### src/rtl/fast_pkg.sv
// Shared definitions for the message field store: default geometry, fill-bank
// state encoding and the write-back field write record.
package fast_pkg;

  localparam int BEAT_W  = 64;
  localparam int MAX_MSG = 10;
  localparam int IDX_W   = $clog2(MAX_MSG);
  localparam int NL      = 4;
  localparam int MSGID_W = 21;

  typedef enum logic [1:0] {
    IDLE = 2'd0,
    FILL = 2'd1,
    DONE = 2'd2
  } fill_state_e;

  typedef struct packed {
    logic              valid;
    logic [IDX_W-1:0]  idx;
    logic [BEAT_W-1:0] data;
  } field_write_t;

endpackage

### src/rtl/lane_merge.sv
// Per-index priority merge of the write lanes: the highest-numbered enabled lane
// targeting an index supplies its data; two or more hits on one index flag a collision.
module lane_merge #(
  parameter int NL   = 4,
  parameter int IW   = 4,
  parameter int MAXF = 10,
  parameter int W    = 64
) (
  input  logic [NL-1:0]     en_i,
  input  logic [NL*IW-1:0]  idx_i,
  input  logic [NL*W-1:0]   data_i,
  output logic [MAXF-1:0]   we_o,
  output logic [MAXF*W-1:0] wdata_o,
  output logic              collide_o
);

  always_comb begin
    we_o      = '0;
    wdata_o   = '0;
    collide_o = 1'b0;
    for (int j = 0; j < MAXF; j++) begin
      for (int l = 0; l < NL; l++) begin
        if (en_i[l] && (idx_i[l*IW +: IW] == IW'(j))) begin
          if (we_o[j]) collide_o = 1'b1;
          we_o[j]            = 1'b1;
          wdata_o[j*W +: W]  = data_i[l*W +: W];
        end
      end
    end
  end

endmodule

### src/rtl/message_field_store.sv
// Assembles per-lane field writes into a fill bank and hands completed messages
// to a double-buffered output register over a valid/ready interface.
module message_field_store
  import fast_pkg::*;
#(
  parameter int beat_width       = BEAT_W,
  parameter int max_message_size = MAX_MSG,
  parameter int sup_paths        = NL,
  parameter int messageID_size   = MSGID_W,
  parameter int IW               = $clog2(max_message_size),
  parameter int NLANE            = sup_paths
) (
  input  logic                                   clk,
  input  logic                                   rst_n,
  input  logic                                   open_valid,
  output logic                                   open_ready,
  input  logic [messageID_size-1:0]              open_id,
  input  logic [IW:0]                            open_len,
  input  logic [0:NLANE-1]                       replace_field,
  input  logic [NLANE*IW-1:0]                    replace_field_idx,
  input  logic [NLANE*beat_width-1:0]            replacement_field,
  output logic                                   out_valid,
  input  logic                                   out_ready,
  output logic [messageID_size-1:0]              out_id,
  output logic [IW:0]                            out_len,
  output logic [max_message_size*beat_width-1:0] out_fields,
  output logic                                   err_collide,
  output logic                                   err_oob
);

  localparam int W    = beat_width;
  localparam int MAXF = max_message_size;

  fill_state_e state_q, state_d;

  logic [messageID_size-1:0] id_q, id_d;
  logic [IW:0]               len_q, len_d;
  logic [MAXF-1:0]           bitmap_q, bitmap_d;
  logic [MAXF*W-1:0]         fields_q, fields_d;

  logic                      out_valid_q, out_valid_d;
  logic [messageID_size-1:0] out_id_q, out_id_d;
  logic [IW:0]               out_len_q, out_len_d;
  logic [MAXF*W-1:0]         out_fields_q, out_fields_d;

  logic err_collide_q, err_oob_q;

  logic              open_fire, xfer, complete, oob;
  logic [NLANE-1:0]  lane_en;
  logic [MAXF-1:0]   we;
  logic [MAXF*W-1:0] wdata;
  logic              collide;

  // Lane qualification: only in-range strobes during FILL reach the merge.
  always_comb begin
    lane_en = '0;
    oob     = 1'b0;
    for (int l = 0; l < NLANE; l++) begin
      if (replace_field[l]) begin
        if ((state_q == FILL) && ({1'b0, replace_field_idx[l*IW +: IW]} < len_q))
          lane_en[l] = 1'b1;
        else
          oob = 1'b1;
      end
    end
  end

  lane_merge #(
    .NL   (NLANE),
    .IW   (IW),
    .MAXF (MAXF),
    .W    (W)
  ) u_lane_merge (
    .en_i      (lane_en),
    .idx_i     (replace_field_idx),
    .data_i    (replacement_field),
    .we_o      (we),
    .wdata_o   (wdata),
    .collide_o (collide)
  );

  // Completion looks at the registered bitmap, so DONE lags the last write by one edge.
  always_comb begin
    complete = 1'b1;
    for (int j = 0; j < MAXF; j++) begin
      if (((IW+1)'(j) < len_q) && !bitmap_q[j]) complete = 1'b0;
    end
  end

  // Fill-bank FSM: state register.
  always_ff @(posedge clk or negedge rst_n) begin
    if (!rst_n) state_q <= IDLE;
    else        state_q <= state_d;
  end

  // Fill-bank FSM: next state.
  always_comb begin
    state_d = state_q;
    unique case (state_q)
      IDLE:    if (open_fire) state_d = FILL;
      FILL:    if (complete)  state_d = DONE;
      DONE:    if (xfer)      state_d = IDLE;
      default: state_d = IDLE;
    endcase
  end

  // Fill-bank FSM: outputs.
  always_comb begin
    open_ready = (state_q == IDLE);
    open_fire  = open_valid && open_ready;
    xfer       = (state_q == DONE) && (!out_valid_q || out_ready);
  end

  always_comb begin
    id_d     = id_q;
    len_d    = len_q;
    bitmap_d = bitmap_q;
    fields_d = fields_q;
    if (open_fire) begin
      id_d     = open_id;
      len_d    = open_len;
      bitmap_d = '0;
      fields_d = '0;
    end else if (xfer) begin
      id_d     = '0;
      len_d    = '0;
      bitmap_d = '0;
      fields_d = '0;
    end else begin
      for (int j = 0; j < MAXF; j++) begin
        if (we[j]) begin
          bitmap_d[j]        = 1'b1;
          fields_d[j*W +: W] = wdata[j*W +: W];
        end
      end
    end
  end

  // A transfer in the same cycle as a consumer accept keeps out_valid high with new contents.
  always_comb begin
    out_valid_d  = out_valid_q;
    out_id_d     = out_id_q;
    out_len_d    = out_len_q;
    out_fields_d = out_fields_q;
    if (xfer) begin
      out_valid_d  = 1'b1;
      out_id_d     = id_q;
      out_len_d    = len_q;
      out_fields_d = fields_q;
    end else if (out_ready) begin
      out_valid_d  = 1'b0;
    end
  end

  always_ff @(posedge clk or negedge rst_n) begin
    if (!rst_n) begin
      id_q          <= '0;
      len_q         <= '0;
      bitmap_q      <= '0;
      fields_q      <= '0;
      out_valid_q   <= 1'b0;
      out_id_q      <= '0;
      out_len_q     <= '0;
      out_fields_q  <= '0;
      err_collide_q <= 1'b0;
      err_oob_q     <= 1'b0;
    end else begin
      id_q          <= id_d;
      len_q         <= len_d;
      bitmap_q      <= bitmap_d;
      fields_q      <= fields_d;
      out_valid_q   <= out_valid_d;
      out_id_q      <= out_id_d;
      out_len_q     <= out_len_d;
      out_fields_q  <= out_fields_d;
      err_collide_q <= collide;
      err_oob_q     <= oob;
    end
  end

  assign out_valid   = out_valid_q;
  assign out_id      = out_id_q;
  assign out_len     = out_len_q;
  assign out_fields  = out_fields_q;
  assign err_collide = err_collide_q;
  assign err_oob     = err_oob_q;

endmodule
### config.mk
export PLATFORM = sky130hd
export DESIGN_NAME = message_field_store
export DESIGN_NICKNAME = d
export VERILOG_FILES = /design/src/rtl/fast_pkg.sv /design/src/rtl/lane_merge.sv /design/src/rtl/message_field_store.sv
export SDC_FILE = /design/constraint.sdc
export NUM_CORES = 2
export LEC_CHECK = 0
export BUFFER_PORTS_ARGS = -buffer_cell sky130_fd_sc_hd__clkbuf_2
export CAP_MARGIN = 20
export CORE_AREA = 3 3 380 382
export CTS_CLUSTER_DIAMETER = 50
export DETAILED_ROUTE_END_ITERATION = 8
export DIE_AREA = 0 0 383 385
export HOLD_SLACK_MARGIN = 0.12
export PLACE_DENSITY = 0.73
export SLEW_MARGIN = 30
export SYNTH_ARGS = -nofsm -noshare
export SYNTH_HDL_FRONTEND = slang
export SYNTH_HIERARCHICAL = 1
export SYNTH_SLANG_ARGS = --single-unit
### constraint.sdc
create_clock -name clk -period 5.1 [get_ports clk]
set_input_delay 0.51 -clock clk [delete_from_list [all_inputs] [get_ports clk]]
set_output_delay 0.51 -clock clk [all_outputs]
set_load 0.01 [all_outputs]
==> run summary <==
Number of post-CTS setup repair buffers -> 0
Crit Path Class -> flip-flop to flip-flop
DRT Pass-1 Iters -> 9
Total wire length -> 302 mm
DR DRC count -> 3
Vias per inst -> 6.52
Vias -> 63900
Syn Nets -> 7619
Relative slew slack -> 26.1%
Worst-path clk slew -> 0.06 ns
Clk_skew -> 0.0294 ns
HP Class -> input pin to async pin
Routed len/inst -> 30.9 um
Crit-path max FO -> 65
Clk buf depth -> 3
Die Ht -> 385 um
I/O pin total -> 976
Req. time, crit path -> 5.74 ns
Fill count -> 11600
Mapped Cells -> 7301
Final Max Slew Viols -> 0
Violated checks -> design-rule violations
First-pass GRT wire length -> 433 mm
CTS Buf Count -> 162
CTS H-tree depth -> 4
Synth Register Bits -> 1347
Synth Warn # -> 6
Cell variety after synth -> 60
Multi-input logic area -> 0.0363 mm2
TritonCTS clock tree -> yes
Die X -> 383 um
Register area share after synthesis -> 45.5%
Initial antenna violation count -> 31
Period Utilization, post-route -> 81.2%
Initial drt markers -> 8627
Finished Layout Cells -> 9800
I/O Buffers -> 975
Layout area overhead -> 15.1%
Initial Utilization -> 52.4%
Data arrival, critical path -> 4.78 ns
Post-synth EDFFs -> 0
GR Util All Layers -> 39.8%
Tmin final -> 4.14 ns
Maxcap violations -> 0
Syn avg cell area -> 10.1 um2
Seq. cell area -> 0.0337 mm2
Clk Latency, worst-skew pair -> 0.80 ns
Layout cell share with drive strength beyond 1 -> 27.7%
Slew @ Worst Pin -> 1.11 ns
Cell Rows -> 138
Top_reg_cell synth -> dfrtp_1
Final nets -> 8078
Synth async-reset ratio -> 100%
Antenna Nets Post-Route -> 0
Clock sink count -> 1347
GR Overflow Total -> 0
Hold Violations, Final -> 0
Pwr per Cell Area -> 347 mW/mm2
# setup viols final -> 0
CORE AREA -> 0.141 mm2
Status -> finished, violations left
Standby leakage power -> 41.9 nW
Max VDD drop -> 0.313 mV
Placed cells -> 9454
HPWL Detailed -> 188 mm
Mapped Area -> 0.0741 mm2
Post-CTS Resized -> 0
Achievable Freq -> 242 MHz
Final Wtd Congestion -> 0.933
Vias in the first global route -> 62400
Die area -> 0.147 mm2
Setup slack, reg-to-reg -> 0.96 ns
Startpoint Class -> flip-flop
Clk root buf -> clkbuf_16
Crit end category -> flip-flop
RSZ-0062 raised after global routing -> no
TNS Setup -> 0 ns
Largest net degree at the start of global routing -> 193
==> logic make-up (layout without fill, tap and decap cells) <==
logic type | after synthesis | after routing | share of synthesized area, %
fa+ha+maj | 12 | 12 | 0.203
compound gates | 1502 | 1502 | 13.0
mux | 1749 | 1749 | 25.8
other cells | 0 | 20 | 0
xor+xnor | 1 | 1 | 0.0118
simple gates | 1830 | 1830 | 9.59
flops | 1347 | 1347 | 45.5
buf+inv | 860 | 1449 | 5.91
==> worst paths after layout <==
| check | start | endpoint | cells after the start |
|---|---|---|---|
| max in group asynchronous | rst_n | fields_q[395]$_DFFE_PN0P_ | 4 |
| min in group clk | replacement_field[242] | fields_q[306]$_DFFE_PN0P_ | 4 |
| setup / recovery | len_q[2]$_DFFE_PN0N_ | fields_q[173]$_DFFE_PN0P_ | 13 |
| hold reg to reg | out_len[0]$_DFFE_PN0P_ | out_len[0]$_DFFE_PN0P_ | 2 |
| setup reg to reg | len_q[2]$_DFFE_PN0N_ | fields_q[173]$_DFFE_PN0P_ | 13 |
| hold / removal | rst_n | out_fields[304]$_DFFE_PN0P_ | 2 |
==> cells in the final DEF (no fill, tap or decap), types with 7 or more instances in the layout <==
| cell | synthesis | layout |
|---|---|---|
| mux2i_1 | 1024 | 1024 |
| o22ai_1 | 10 | 10 |
| dlygate4sd3_1 | 0 | 30 |
| nor2_1 | 1078 | 1065 |
| bufinv_16 | 0 | 17 |
| clkinvlp_4 | 0 | 16 |
| mux2_2 | 545 | 545 |
| clkbuf_8 | 0 | 28 |
| buf_4 | 52 | 77 |
| nand2_1 | 669 | 662 |
| a22o_1 | 470 | 470 |
| nor2_4 | 3 | 20 |
| a31oi_1 | 67 | 67 |
| clkinv_2 | 0 | 16 |
| a21oi_1 | 583 | 583 |
| dfrtp_1 | 1347 | 1347 |
| inv_6 | 0 | 14 |
| diode_2 | 0 | 20 |
| clkbuf_16 | 0 | 167 |
| clkbuf_1 | 412 | 14 |
| ha_1 | 12 | 12 |
| mux2_4 | 180 | 180 |
| clkinv_4 | 0 | 9 |
| clkbuf_2 | 0 | 974 |
| o21ai_0 | 285 | 283 |
| inv_1 | 7 | 7 |
| nand2b_1 | 14 | 12 |
| inv_8 | 0 | 9 |
| buf_12 | 0 | 62 |
| nand2_4 | 0 | 7 |
| nor3_1 | 14 | 8 |
| a22oi_1 | 66 | 66 |
==> worst max-delay path: stages, from the launching register on <==
cell and delay, ns:
dfrtp_1 0.40, inv_1 0.24, ha_1 0.28, o21ai_0 0.19, a21oi_1 0.08, o21ai_0 0.13
and3_1 0.21, or3b_1 0.53, or3b_4 0.62, o211a_2 0.24, o21ai_4 0.08, buf_12 0.52
mux2i_1 0.29, nor2_1 0.06
==> power by group <==
part           total (mW)  internal [mW]  switching (mW)  leakage [nW]
Combinational        5.51           1.88            3.63          20.4
Sequential           11.8           11.3           0.468          18.7
Clock                12.3           7.33            4.96          2.77
Total                29.6           20.5            9.06          41.9
==> routing by layer <==
layer | share of wire (%) | track usage [%]
met5 | 0.041 | 0
met1 | 36 | 48.9
met2 | 43 | 59.0
met4 | 7.7 | 26.9
met3 | 14 | 14.0
==> synth_stat cells (all sizes together), types with 6 or more instances <==
library cell  number  area (um2)
a22o             470        4120
buf              440        2800
nor2            1085        4110
nand2b            14        87.6
nand3b             6        45.0
o22ai             10        62.6
mux2i           1024       10200
nor3              16        90.1
clkbuf           412        1550
dfrtp           1347       33700
a22oi             66         495
o21ai            287        1440
nand2            669        2510
ha                12         150
or2                7        43.8
inv                7        26.3
a31oi             67         419
a21oi            583        2920
mux2             725        8840
==> layout make-up <==
class / count / share of cell area (%)
Antenna cell: 20 / 0.0587
Timing Repair Buffer: 1147 / 8.31
Sequential cell: 1347 / 39.5
Clock buffer: 209 / 5.41
Multi-Input combinational cell: 5094 / 42.6
Tap cell: 1890 / 2.77
Inverter: 8 / 0.0352
Clock inverter: 85 / 1.27
==> per-stage QoR <==
stage | utilization (%) | instance area (um2) | total power, mW | setup slack (ns) | hold slack (ns)
after detailed placement | 56.0 | 79200 | 17.2 | 0.927 | 0.474
final | 60.3 | 85300 | 29.6 | 0.960 | 0.207
after CTS | 60.2 | 85200 | 29.5 | 1.04 | 0.236
after floorplan | - | 74100 | 15.3 | 1.55 | 0.214
after global routing | 60.3 | 85200 | 30.5 | 0.772 | 0.194
after global placement | 55.9 | 79100 | 17.1 | 0.926 | 0.467
==> registers in the layout (all words and copies together) (netlist names), 2 cells and up <==
name and count:
id_q 21, bitmap_q 10, out_id 21, len_q 5
fields_q 640, out_fields 640, state_q 2, out_len 5
==> timing repair <==
item | 4_1_cts | 5_1_grt
setup endpoints to repair | 0 | 0
hold buffers | 30 | 0
hold endpoints to repair | 136 | 0
Note: power is estimated with default switching activity, not from simulation.
